## config.mk

```make
export PLATFORM = sky130hd
export DESIGN_NAME = change_dispenser
export DESIGN_NICKNAME = d
export VERILOG_FILES = /design/src/rtl/change_dispenser.sv
export SDC_FILE = /design/constraint.sdc
export NUM_CORES = 1
export LEC_CHECK = 0
export ABC_AREA = 1
export ABC_CLOCK_PERIOD_IN_PS = 3000
export BUFFER_PORTS_ARGS = -buffer_cell sky130_fd_sc_hd__buf_2
export CAP_MARGIN = 20
export CORE_UTILIZATION = 33
export CTS_CLUSTER_SIZE = 40
export DETAILED_ROUTE_END_ITERATION = 8
export GPL_ROUTABILITY_DRIVEN = 0
export PLACE_DENSITY = 0.54
export SLEW_MARGIN = 20
export SYNTH_ARGS = -nofsm -noshare
export SYNTH_HDL_FRONTEND = slang
export SYNTH_SLANG_ARGS = --single-unit
export TNS_END_PERCENT = 5
```

## constraint.sdc

```tcl
create_clock -name CLK100MHZ -period 3 [get_ports CLK100MHZ]
set_input_delay 0.15 -clock CLK100MHZ [delete_from_list [all_inputs] [get_ports CLK100MHZ]]
set_output_delay 0.15 -clock CLK100MHZ [all_outputs]
set_load 0.01 [all_outputs]
```

## src/rtl/change_dispenser.sv

```systemverilog
// Change payout engine: greedily ejects 50/20/10/5 coins through a req/ack handshake,
// tracking per-denomination stock, inter-coin settling gap and ejector timeout.
module change_dispenser #(
  parameter int GAP_CYCLES     = 16,
  parameter int TIMEOUT_CYCLES = 1000,
  parameter int INIT_CNT       = 8,
  parameter int CNT_W          = 4
) (
  input  logic       CLK100MHZ,
  input  logic       rst_n,
  input  logic       start,
  input  logic [7:0] amount,
  input  logic       refill,
  input  logic       coin_ack,
  output logic [3:0] coin_req,
  output logic       busy,
  output logic       done,
  output logic       error,
  output logic [7:0] remaining,
  output logic [3:0] stock_empty
);

  localparam int TMR_MAX = (TIMEOUT_CYCLES > GAP_CYCLES) ? TIMEOUT_CYCLES : GAP_CYCLES;
  localparam int TMR_W   = $clog2(TMR_MAX + 1);
  localparam logic [TMR_W-1:0] TMO_LAST   = TMR_W'(TIMEOUT_CYCLES - 1);
  localparam logic [TMR_W-1:0] GAP_LAST   = TMR_W'(GAP_CYCLES - 1);
  localparam logic [CNT_W-1:0] STOCK_INIT = CNT_W'(INIT_CNT);

  typedef enum logic [1:0] {
    S_IDLE   = 2'd0,
    S_SELECT = 2'd1,
    S_REQ    = 2'd2,
    S_GAP    = 2'd3
  } state_t;

  function automatic logic [7:0] coin_value(input logic [3:0] onehot);
    logic [7:0] val;
    case (onehot)
      4'b0001: val = 8'd5;
      4'b0010: val = 8'd10;
      4'b0100: val = 8'd20;
      4'b1000: val = 8'd50;
      default: val = 8'd0;
    endcase
    return val;
  endfunction

  state_t           r_state;
  logic [3:0]       r_coin_req;
  logic             r_busy;
  logic             r_done;
  logic             r_error;
  logic [7:0]       r_remaining;
  logic [TMR_W-1:0] r_tmr;
  logic [CNT_W-1:0] r_stock [4];
  logic [3:0]       r_stock_empty;

  logic             w_refill_take;
  logic             w_ack_take;
  logic [3:0]       w_avail;
  logic [3:0]       w_pick;
  logic             w_mod5_ok;
  logic [7:0]       w_coin_val;
  logic [CNT_W-1:0] w_stock_nxt [4];

  assign coin_req    = r_coin_req;
  assign busy        = r_busy;
  assign done        = r_done;
  assign error       = r_error;
  assign remaining   = r_remaining;
  assign stock_empty = r_stock_empty;

  // Handshake/refill qualification and the greedy denomination choice
  always_comb begin
    w_refill_take = (r_state == S_IDLE) && refill;
    w_ack_take    = (r_state == S_REQ) && coin_ack && (r_coin_req != 4'b0000);
    w_mod5_ok     = ((r_remaining % 8'd5) == 8'd0);
    w_coin_val    = coin_value(r_coin_req);
    for (int i = 0; i < 4; i++) begin
      w_avail[i] = (r_stock[i] != {CNT_W{1'b0}});
    end
    if ((r_remaining >= 8'd50) && w_avail[3]) begin
      w_pick = 4'b1000;
    end else if ((r_remaining >= 8'd20) && w_avail[2]) begin
      w_pick = 4'b0100;
    end else if ((r_remaining >= 8'd10) && w_avail[1]) begin
      w_pick = 4'b0010;
    end else if ((r_remaining >= 8'd5) && w_avail[0]) begin
      w_pick = 4'b0001;
    end else begin
      w_pick = 4'b0000;
    end
  end

  // Next stock value: refill wins in IDLE, an accepted coin decrements its denomination
  always_comb begin
    for (int i = 0; i < 4; i++) begin
      if (w_refill_take) begin
        w_stock_nxt[i] = STOCK_INIT;
      end else if (w_ack_take && r_coin_req[i]) begin
        w_stock_nxt[i] = r_stock[i] - {{(CNT_W-1){1'b0}}, 1'b1};
      end else begin
        w_stock_nxt[i] = r_stock[i];
      end
    end
  end

  // Stock counters and their registered empty flags
  always_ff @(posedge CLK100MHZ or negedge rst_n) begin
    if (!rst_n) begin
      for (int i = 0; i < 4; i++) begin
        r_stock[i]       <= STOCK_INIT;
        r_stock_empty[i] <= (STOCK_INIT == {CNT_W{1'b0}});
      end
    end else begin
      for (int i = 0; i < 4; i++) begin
        r_stock[i]       <= w_stock_nxt[i];
        r_stock_empty[i] <= (w_stock_nxt[i] == {CNT_W{1'b0}});
      end
    end
  end

  // Payout sequencer with registered handshake and status outputs
  always_ff @(posedge CLK100MHZ or negedge rst_n) begin
    if (!rst_n) begin
      r_state     <= S_IDLE;
      r_coin_req  <= 4'b0000;
      r_busy      <= 1'b0;
      r_done      <= 1'b0;
      r_error     <= 1'b0;
      r_remaining <= 8'd0;
      r_tmr       <= {TMR_W{1'b0}};
    end else begin
      r_done <= 1'b0;
      case (r_state)
        S_IDLE: begin
          if (start) begin
            r_remaining <= amount;
            r_error     <= 1'b0;
            r_busy      <= 1'b1;
            r_state     <= S_SELECT;
          end
        end
        S_SELECT: begin
          if (r_remaining == 8'd0) begin
            r_error <= 1'b0;
            r_done  <= 1'b1;
            r_busy  <= 1'b0;
            r_state <= S_IDLE;
          end else if (!w_mod5_ok || (w_pick == 4'b0000)) begin
            // Unpayable amount or stock exhausted: remaining keeps what is still owed
            r_error <= 1'b1;
            r_done  <= 1'b1;
            r_busy  <= 1'b0;
            r_state <= S_IDLE;
          end else begin
            r_coin_req <= w_pick;
            r_tmr      <= {TMR_W{1'b0}};
            r_state    <= S_REQ;
          end
        end
        S_REQ: begin
          if (w_ack_take) begin
            r_coin_req  <= 4'b0000;
            r_remaining <= r_remaining - w_coin_val;
            r_tmr       <= {TMR_W{1'b0}};
            r_state     <= S_GAP;
          end else if (r_tmr == TMO_LAST) begin
            r_coin_req <= 4'b0000;
            r_error    <= 1'b1;
            r_done     <= 1'b1;
            r_busy     <= 1'b0;
            r_state    <= S_IDLE;
          end else begin
            r_tmr <= r_tmr + {{(TMR_W-1){1'b0}}, 1'b1};
          end
        end
        S_GAP: begin
          if (r_tmr == GAP_LAST) begin
            r_state <= S_SELECT;
          end else begin
            r_tmr <= r_tmr + {{(TMR_W-1){1'b0}}, 1'b1};
          end
        end
        default: begin
          r_coin_req <= 4'b0000;
          r_busy     <= 1'b0;
          r_state    <= S_IDLE;
        end
      endcase
    end
  end

endmodule

```

# Word level (Yosys, flattened, before mapping)
# Index checks and enable logic that the tools add are counted.
classes:
  add_sub_neg: 6
  n_div: 1
  magnitude_cmp: 4
  n_eq_ne: 20
  mux: 51
  n_reduce_logical: 35
ops:
  columns: ["op", "n"]
  rows:
  - ["4-bit 2-to-1 mux", 13]
  - ["10-bit 2-to-1 mux", 5]
  - ["10-bit one-hot mux with 3 select lines", 1]
  - ["6-bit one-hot mux with 4 select lines", 1]
  - ["4-bit logical NOT", 5]
  - ["4-bit nonzero test", 5]
  - ["8-bit logical NOT", 2]
  - ["8-bit 2-to-1 mux", 2]
  - ["8-bit one-hot mux with 2 select lines", 1]
  - ["4-bit by 1-bit subtractor with 4-bit output (second input constant)", 4]
  - ["1-bit 2-to-1 mux", 15]
  - ["2-bit 2-to-1 mux", 7]
  - ["2-bit != test (second input constant)", 7]
  - ["1-bit logical AND", 11]
  - ["10-bit by 1-bit adder with 10-bit output (second input constant)", 1]
  - ["10-bit equality test (second input constant)", 1]
  - ["10-bit by 4-bit equality test with 1-bit output (second input constant)", 1]
  - ["5-bit AND reduction", 2]
  - ["8-bit by 3-bit greater-or-equal comparator with 1-bit output (second input constant)", 1]
  - ["8-bit by 4-bit greater-or-equal comparator with 1-bit output (second input constant)", 1]
  - ["8-bit by 5-bit greater-or-equal comparator with 1-bit output (second input constant)", 1]
  - ["8-bit by 6-bit greater-or-equal comparator with 1-bit output (second input constant)", 1]
  - ["8-bit by 3-bit remainder unit with 8-bit output (second input constant)", 1]
  - ["2-bit one-hot mux with 4 select lines", 1]
  - ["other kinds (21)", 27]
totals:
  register_bits: 47
  in_bits: 13
  output_inout_bits: 19
  word_cells: 129

# Logic depth before layout (Yosys ltp)
# Gate-level depths: netlist of run 1.
logic_depth:
  depth_word: 11
  depth_mapped: 33
  mapped_depth_nobuf: 32

# Least setup slack after synthesis of run 1
# Ideal clock, no wire load.
synth_path:
  path_type: "reg2reg"
  start: "register r_remaining[7] (netlist: remaining[7])"
  end: "register r_tmr[8]"
  setup_time_ns: 0.117
  arrival_time_ns: 2.967
  required_time_ns: 2.883
  slack_ns: -0.084
  stages_incl_launch_ff: 30
  n_path_buf: 1
  synth_period_minus_slack_ns: 3.084
  path_cell_list: "dfrtp_1 -> buf_6 -> a21o_1 -> nand2_2 -> nand3_2 -> nand2_1 -> nand2_1 -> nand2_1 -> inv_1 -> nand2_2 -> nand2_2 -> nand2_1 -> nand2_1 -> nand2_1 -> nand3_1 -> nand2_1 -> inv_1 -> ha_1 -> inv_1 -> nand3_2 -> nand2_4 -> nand3_4 -> nand2_1 -> nand2_2 -> nor2_4 -> nand4_2 -> nand2_4 -> nand3_4 -> nand2_1 -> nand2_1"
synth_via:
  elab_chain_cells: 10
  word_cells_on_any_way: 21
  classes_between: "div: 1; order compare: 4; eq/ne: 2; mux: 4; reduce/logical: 10"
synth_rtl:
  columns: ["element", "line", "text"]
  rows:
  - ["from (decl)", "53", "logic [7:0] r_remaining;"]
  - ["from (signal assigned)", "138", "r_remaining <= amount;"]
  - ["from (signal assigned)", "165", "r_remaining <= r_remaining - w_coin_val;"]
  - ["parallel branches: the longest is 9 deep, another holds 8-bit by 3-bit remainder unit with 8-bit output", null, null]
  - ["5-bit AND reduction (no line) *", null, null]
  - ["to (signal assigned)", "158", "r_tmr <= {TMR_W{1'b0}};"]
  - ["to (signal assigned)", "166", "r_tmr <= {TMR_W{1'b0}};"]
  - ["to (signal assigned)", "175", "r_tmr <= r_tmr + {{(TMR_W-1){1'b0}}, 1'b1};"]
  - ["to (decl)", "54", "logic [TMR_W-1:0] r_tmr;"]
# Every way passes the cells marked *.
# A chain may end at the register's enable or synchronous reset.

# Worst setup path in the final report of run 1
layout_path:
  start: "register r_remaining[7] (netlist: remaining[7])"
  end: "register r_tmr[7]"
# The elaborated chain is that of the path after synthesis.

==> results_dict.tcl, run 1 <==
set metrics [dict create \
    status "finished with violations" \
    failed_checks "negative setup slack" \
    ant_nets 0 \
    cts_buffer_depth 2 \
    min_from "amount[5]" \
    syn_inst 485 \
    crit_slowest_cell "dfrtp_2" \
    syn2layout_area_growth_pct 24.0 \
    grt_max_degree 48 \
    vias_per_cell 4.93 \
    ys_seq_area_share_pct 33.9 \
    synth_area_um2 3480 \
    worst_path_largest_cell_delay_ns 0.47 \
    synth-seq-cells 47 \
    core-area_um2 10300 \
    detail_route.wl_per_cell_um 13.0 \
    root_buffer "clkbuf_8" \
    synthFlopType "dfrtp_1" \
    yosysWarnings 0 \
    track_usage_pct 16.6 \
    critPathMaxFanout 7 \
    cts_tree "yes" \
    rows 37 \
    start_kind "flip-flop" \
    postCtsSetupRepairBufs 0 \
    gr-usage-met1_pct 22.9 \
    reg2reg_depth 28 \
    busiest_layer "met2" \
    drtIter0Drc 203 \
    cp.arrival_ns 3.39 \
    antenna_found_initial 0 \
    synthTopCellsByArea "dfrtp_1 (31%), nand2_1 (12%), ha_1 (6.5%)" \
    clk_latency_ns 0.31 \
    r2r-start "remaining[7]" \
    io_pins 32 \
    route.detailed.drc 0 \
    synth_edf_count 0 \
    fin_crit_ns 3.19 \
    cp.required_ns 3.20 \
    io_buffers 31 \
    cts.clk_slew.worst_paths_ns 0.10 \
    setup-violations-final 18 \
    synth_fp_nets 517 \
    yosysTopAreaCellShare_pct 30.9 \
    drive_gt1_share_pct 26.0 \
    die_h_um 105 \
    cts.sinks 47 \
    period_share_pct 106 \
    fin_util_pct 42.0 \
    gr-usage-met3_pct 1.75 \
    grt_first_pass_wirelength_um 15000 \
    layout_setup_ws_ns -0.191 \
    die_w_um 105 \
    path_buf_inv 2 \
    worstSetupPathType "flip-flop to flip-flop" \
    initial_core_util_pct 33.9 \
    first_pass_iters 4 \
    vias 3341 \
    ff2ff_setup_slack_ns -0.19 \
    die_area_um2 11000 \
    rsz0062_at_grt "yes" \
    hold_violations 0 \
    grt_pass1_vias 3246 \
    slew-limit-headroom_pct 59.3 \
    fmax_mhz 313 \
    fillers 1078 \
    slew_viol_final 0 \
    path_depth 28 \
    tns_ns -2.17 \
    wl_um 8780 \
    seqCellArea_um2 1190 \
    cp-end-kind "flip-flop" \
    place_hpwl_um 6550 \
    min-delay-path-class "input pin to flip-flop" \
    yosysTopAreaCell "dfrtp_1" \
    hold_depth 3 \
    avgSynthCellArea_um2 7.18 \
    clock_skew_ns 0.0125 \
    worst_pin_slew_ns 0.610 \
    grt_use_met2_pct 27.7 \
    synth_cell_types 42 \
    cts_max_level 2 \
    n_antenna_cell 0 \
    async_flop_share_pct 100 \
    globalRoute.totalOverflow 0 \
    cts_buffers 5 \
    fin_nets 573 \
    cp_common_cell "nand2_4" \
    pre_cts_ws_ns -0.206 \
    crit_family "simple AND/OR/NAND/NOR gates" \
    drv_cap 0 \
    multiInputGateArea_um2 2210 \
    startpoint "remaining[7]" \
]
cell usage after synthesis, types with 10 or more instances:
cell     number
inv_2        10
dfrtp_1      43
nand3_1      32
inv_1        60
a21oi_1      17
nand2_2      12
ha_1         18
nor2_1       41
nand4_1      18
nand2_1     111
nor3_1       13
nor4_1       10
o21ai_0      33
path summary, 6_finish.rpt:
| kind | to |
|---|---|
| min in group asynchronous | remaining[1] |
| max reg2reg | r_tmr[7] |
| min reg2reg | error |
| max in group asynchronous | coin_req[2] |
| min | remaining[5] |
| max | r_tmr[7] |
placed cells by master (no fill, tap or decap), types with 6 or more instances in the layout:
master	n
inv_2	12
nor4_1	8
nor3_1	13
nand2_2	16
buf_4	25
o21ai_0	33
nand3_4	7
nand2_1	96
buf_2	30
nand2_4	14
inv_1	57
ha_1	17
nor2_1	41
nand4_1	18
a21oi_1	16
dfrtp_1	39
nand3_1	26
xor2_1	6
through the flow:
step                      std cells  hold WS, ns  cell area (µm²)
after floorplan                 485       -0.146             3520
after global placement          668        0.402             4000
after global routing            678       0.0799             4320
after CTS                       677       0.0766             4140
after detailed placement        668        0.409             4000
final                           678       0.0786             4320
worst reg2reg max path, delay by kind of cell, from the launching register on:
kind	cells	cell delay (ns)
flip-flops	1	0.47
adder cells (fa/ha/maj)	1	0.14
AO/OA/AOI/OAI	1	0.21
buffers and inverters	2	0.09
AND/OR/NAND/NOR	24	2.16
state kept, by name, indices dropped and copies added (netlist names):
| name | flops |
|---|---|
| coin_req | 4 |
| r_tmr | 10 |
| r_stock | 16 |
| busy | 1 |
| stock_empty | 4 |
| remaining | 8 |
| r_state | 2 |
| error | 1 |
| done | 1 |
routing by layer:
metal  up-vias  part of all wire (%)  wire (µm)
met5         -                     0          0
met3         9                   3.3        287
met4         0                   1.3        115
met2        70                    45       3980
li1       1743                     -          -
met1      1519                    50       4400
layout make-up:
cell class                      instances  area share [%]
Clock buffer                            5            1.59
Tap cell                              136            3.94
Multi-Input combinational cell        359            51.1
Sequential cell                        47            27.5
Timing Repair Buffer                   57            8.52
Clock inverter                          3            1.10
Inverter                               71            6.29
logic make-up (layout without fill, tap and decap cells):
| group | count (synthesis) | after routing | share of synthesized area, % |
|---|---|---|---|
| DFF | 47 | 47 | 33.9 |
| xor gates and xnor gates | 7 | 7 | 1.76 |
| AOI/OAI and AO/OA | 77 | 77 | 12.8 |
| buffers and inverters | 80 | 136 | 9.16 |
| adders and majority gates | 19 | 19 | 7.04 |
| and+or+nand+nor | 255 | 256 | 35.3 |
timing repair:
| item | in CTS | in global routing |
|---|---|---|
| gates cloned | 1 | 0 |
| hold buffers | 0 | 1 |
| pin swaps | 2 | 20 |
| endpoints found under the setup margin | 18 | 19 |
| resized for setup | 5 | 39 |
| endpoints found under the hold margin | 0 | 43 |
Power of run 1 is left out: the tool's default activity adds up to more than one toggle a clock period on the data nets, which glitch-free logic cannot reach.
==> run 2: changes to the inputs <==
Settings changed: MAX_ROUTING_LAYER set to met4, TNS_END_PERCENT 5 to not set.
==> results_dict.tcl, run 2 (synthesized netlist as in run 1, its figures left out) <==
set metrics [dict create \
    status "finished with violations" \
    failed_checks "negative setup slack" \
    worst_path_largest_cell_delay_ns 0.46 \
    fin_crit_ns 3.14 \
    cts_buffers 5 \
    cp_common_cell "nand2_4" \
    startpoint "remaining[7]" \
    cp.required_ns 3.25 \
    setup-violations-final 18 \
    cts_max_level 2 \
    cts.clk_slew.worst_paths_ns 0.10 \
    initial_core_util_pct 33.9 \
    ant_nets 0 \
    rsz0062_at_grt "yes" \
    cp.arrival_ns 3.39 \
    slew-limit-headroom_pct 59.6 \
    detail_route.wl_per_cell_um 13.2 \
    final_cell_mix "nand2_1 (97), inv_1 (57), dfrtp_1 (41)" \
    grt_pass1_vias 3217 \
    layout_commonest_cell "nand2_1" \
    start_kind "flip-flop" \
    clock_skew_ns 0.0204 \
    core-area_um2 10300 \
    io_buffers 31 \
    fmax_mhz 318 \
    cts_tree "yes" \
    drtIter0Drc 201 \
    first_pass_iters 4 \
    rows 37 \
    crit_slowest_cell "dfrtp_2" \
    min-delay-path-class "input pin to flip-flop" \
    slew_viol_final 0 \
    root_buffer "clkbuf_8" \
    syn2layout_area_growth_pct 25.0 \
    wl_um 9040 \
    die_area_um2 11000 \
    route.detailed.drc 0 \
    layout_setup_ws_ns -0.142 \
    die_h_um 105 \
    grt_max_degree 48 \
    cts_buffer_depth 2 \
    globalRoute.totalOverflow 0 \
    critPathMaxFanout 7 \
    drive_gt1_share_pct 26.3 \
    die_w_um 105 \
    hold_violations 0 \
    min_from "amount[5]" \
    cts.sinks 47 \
    r2r-start "remaining[7]" \
    tns_ns -2.10 \
    drv_cap 0 \
    worstSetupPathType "flip-flop to flip-flop" \
    io_pins 32 \
    largest_register "r_stock" \
    vias 3384 \
    clk_latency_ns 0.31 \
    track_usage_pct 17.1 \
    cp-end-kind "flip-flop" \
    grt_first_pass_wirelength_um 14900 \
    largest_reg_flops 16 \
    n_antenna_cell 0 \
    fin_nets 578 \
    period_share_pct 105 \
    fillers 1093 \
    place_hpwl_um 6580 \
    vias_per_cell 4.95 \
    pre_cts_ws_ns -0.147 \
    worst_pin_slew_ns 0.605 \
    antenna_found_initial 0 \
]
run 2: cell types whose count changed in the layout (fill, tap and decap cells not counted), sizes merged:
cell,previous run,this run
buf,56,60
clkbuf,5,7
bufinv,1,0
clkinvlp,0,1
inv,72,71
run 2: repair_timing:
item                                    in CTS  in global routing
cloned                                       1                  1
buffers inserted                             2                  3
endpoints found under the hold margin       43                  0
endpoints found under the setup margin      18                 19
gates resized for setup                      7                 33
hold buffers                                 1                  0
pin swaps                                    2                 15
run 2: worst max-delay path, delay by kind of cell (launching register included):
kind | cells | cell delay [ns]
flops | 1 | 0.46
fa+ha+maj | 1 | 0.14
simple gates | 23 | 1.88
compound gates | 1 | 0.21
buf+inv | 5 | 0.35
run 2: layout make-up:
type | count | area [µm²] | area share, %
clock buffer | 6 | 72.6 | 1.67
clock inverter | 2 | 12.5 | 0.287
inverter | 71 | 274 | 6.29
multi-input combinational | 359 | 2210 | 50.8
sequential | 47 | 1180 | 27.2
tap | 136 | 170 | 3.91
timing repair buffer | 62 | 427 | 9.80
run 2: through the flow:
stage,instances,hold WS [ns],utilization (%),cell area (µm²)
floorplan,485,-0.146,-,3540
global placement,667,0.403,39.1,4010
detailed placement,667,0.214,39.1,4020
CTS,679,0.0821,40.6,4170
global route,683,0.114,42.4,4350
finish,683,0.0861,42.4,4350
run 2: metal layers:
layer | track usage, % | vias up | wire [µm]
met5 | - | - | 0
met4 | 4.33 | 0 | 108
met3 | 2.00 | 8 | 259
met2 | 28.6 | 50 | 4230
met1 | 22.0 | 1578 | 4450
li1 | - | 1748 | -
run 2: final timing paths:
check                               end  slack, ns  cells past startpoint
min reg2reg                        busy       0.49                      2
min in group asynchronous  remaining[5]       0.39                      2
max                            r_tmr[7]      -0.14                     30
min                        remaining[5]       0.09                      3
max reg2reg                    r_tmr[7]      -0.14                     30
max in group asynchronous   coin_req[0]       2.17                      2
Power of run 2 is left out for the same reason.
==> run 3: changes to the inputs <==
Settings changed: ABC_CLOCK_PERIOD_IN_PS 3000 to 3740, MAX_ROUTING_LAYER met4 to not set, PLACE_DENSITY 0.54 to 0.52.
Clock period 3 ns to 3.74 ns, I/O delays scaled along.
==> results_dict.tcl, run 3 (synthesized netlist as in run 1, its figures left out) <==
set metrics [dict create \
    status "complete, no violations" \
    hold_violations 0 \
    final_cells 660 \
    cts.clk_slew.worst_paths_ns 0.10 \
    route.detailed.drc 0 \
    grt_pass1_vias 3118 \
    initial_core_util_pct 33.9 \
    die_area_um2 11000 \
    holdWs_ns 0.124 \
    layout_setup_ws_ns 0.347 \
    worst_pin_slew_ns 0.888 \
    period_share_pct 90.7 \
    ant_nets 0 \
    n_antenna_cell 0 \
    start_kind "flip-flop" \
    cts_buffer_depth 2 \
    cts_max_level 2 \
    seqCellArea_um2 1180 \
    place_hpwl_um 6490 \
    fillers 1089 \
    grt_max_degree 48 \
    core-area_um2 10300 \
    globalRoute.totalOverflow 0 \
    cts.sinks 47 \
    antenna_found_initial 0 \
    slew_viol_final 0 \
    detail_route.wl_per_cell_um 13.1 \
    vias 3261 \
    pre_cts_ws_ns 0.212 \
    fmax_mhz 295 \
    final_cell_mix "nand2_1 (110), inv_1 (60), nor2_1 (41)" \
    cts_buffers 5 \
    clock_skew_ns 0.0159 \
    io_buffers 31 \
    wl_um 8640 \
    die_h_um 105 \
    cp.required_ns 3.95 \
    drv_cap 0 \
    min-delay-path-class "input pin to flip-flop" \
    die_w_um 105 \
    track_usage_pct 16.7 \
    io_pins 32 \
    worstSetupPathType "flip-flop to flip-flop" \
    root_buffer "clkbuf_8" \
    cts_tree "yes" \
    crit_slowest_cell "dfrtp_2" \
    fin_nets 555 \
    critPathMaxFanout 8 \
    grt_first_pass_wirelength_um 15000 \
    drive_gt1_share_pct 17.9 \
    drtIter0Drc 129 \
    multiInputGateArea_um2 2010 \
    layout_commonest_cell "nand2_1" \
    fin_util_pct 38.6 \
    cp_common_cell "nand2_1" \
    dp_cells 646 \
    cp.arrival_ns 3.60 \
    first_pass_iters 4 \
    clk_latency_ns 0.32 \
    largest_register "r_stock" \
    vias_per_cell 4.94 \
    fin_crit_ns 3.39 \
    cp-end-kind "flip-flop" \
    rows 37 \
    syn2layout_area_growth_pct 13.8 \
    largest_reg_flops 16 \
    slew-limit-headroom_pct 40.7 \
    setup-violations-final 0 \
    worst_path_largest_cell_delay_ns 0.48 \
]
==> run 3: changes by cell type in the layout (fill, tap and decap cells not counted), moves of 2 or more <==
cell and delta:
buf_4 -21, inv_1 +3, inv_4 -2, nand2_1 +13
nand2_2 -2, nand2_4 -10, nand3_1 +6, nand3_2 -2
nand3_4 -4, nor4_1 +2, nor4_2 -2
==> run 3: final cells by class <==
cell class / instances / area share (%)
Timing Repair Buffer: 39 / 5.49
Clock inverter: 3 / 1.20
Multi-Input combinational cell: 359 / 50.6
Inverter: 71 / 6.79
Sequential cell: 47 / 29.9
Tap cell: 136 / 4.29
Clock buffer: 5 / 1.74
==> run 3: final timing paths <==
path                       cells after the start  slack [ns]         start           end
max                                           26        0.35  remaining[7]      r_tmr[1]
min                                            3        0.12     amount[2]  remaining[2]
max reg2reg                                   26        0.35  remaining[7]      r_tmr[1]
min reg2reg                                    2        0.47         error         error
max in group asynchronous                      3        2.80         rst_n  remaining[6]
min in group asynchronous                      3        0.50         rst_n   r_stock[12]
==> run 3: critical path, delay by kind of cell, from the launching register on <==
kind,cells,cell delay [ns]
AOI/OAI and AO/OA,1,0.22
adders and majority gates,1,0.17
buffers and inverters,2,0.15
DFF,1,0.48
and+or+nand+nor,22,2.25
==> run 3: metal layers <==
| layer | track usage, % | wire length, µm | share of wire (%) |
|---|---|---|---|
| met1 | 24.0 | 4430 | 51 |
| met2 | 26.3 | 3820 | 44 |
| met3 | 2.00 | 264 | 3.1 |
| met4 | 5.03 | 125 | 1.4 |
| met5 | 0 | 0 | 0 |
==> run 3: repair_timing <==
item,CTS,global route
setup buffers,0,4
gates resized for setup,0,5
hold endpoints to repair,33,0
hold buffers,1,0
setup endpoints to repair,0,17
==> run 3: stage by stage <==
step | setup TNS, ns | instance area, µm²
floorplan | 0 | 3480
global placement | 0 | 3790
detailed placement | 0 | 3790
CTS | 0 | 3910
global route | -0.0959 | 3960
finish | 0 | 3960
Power of run 3 is left out for the same reason.
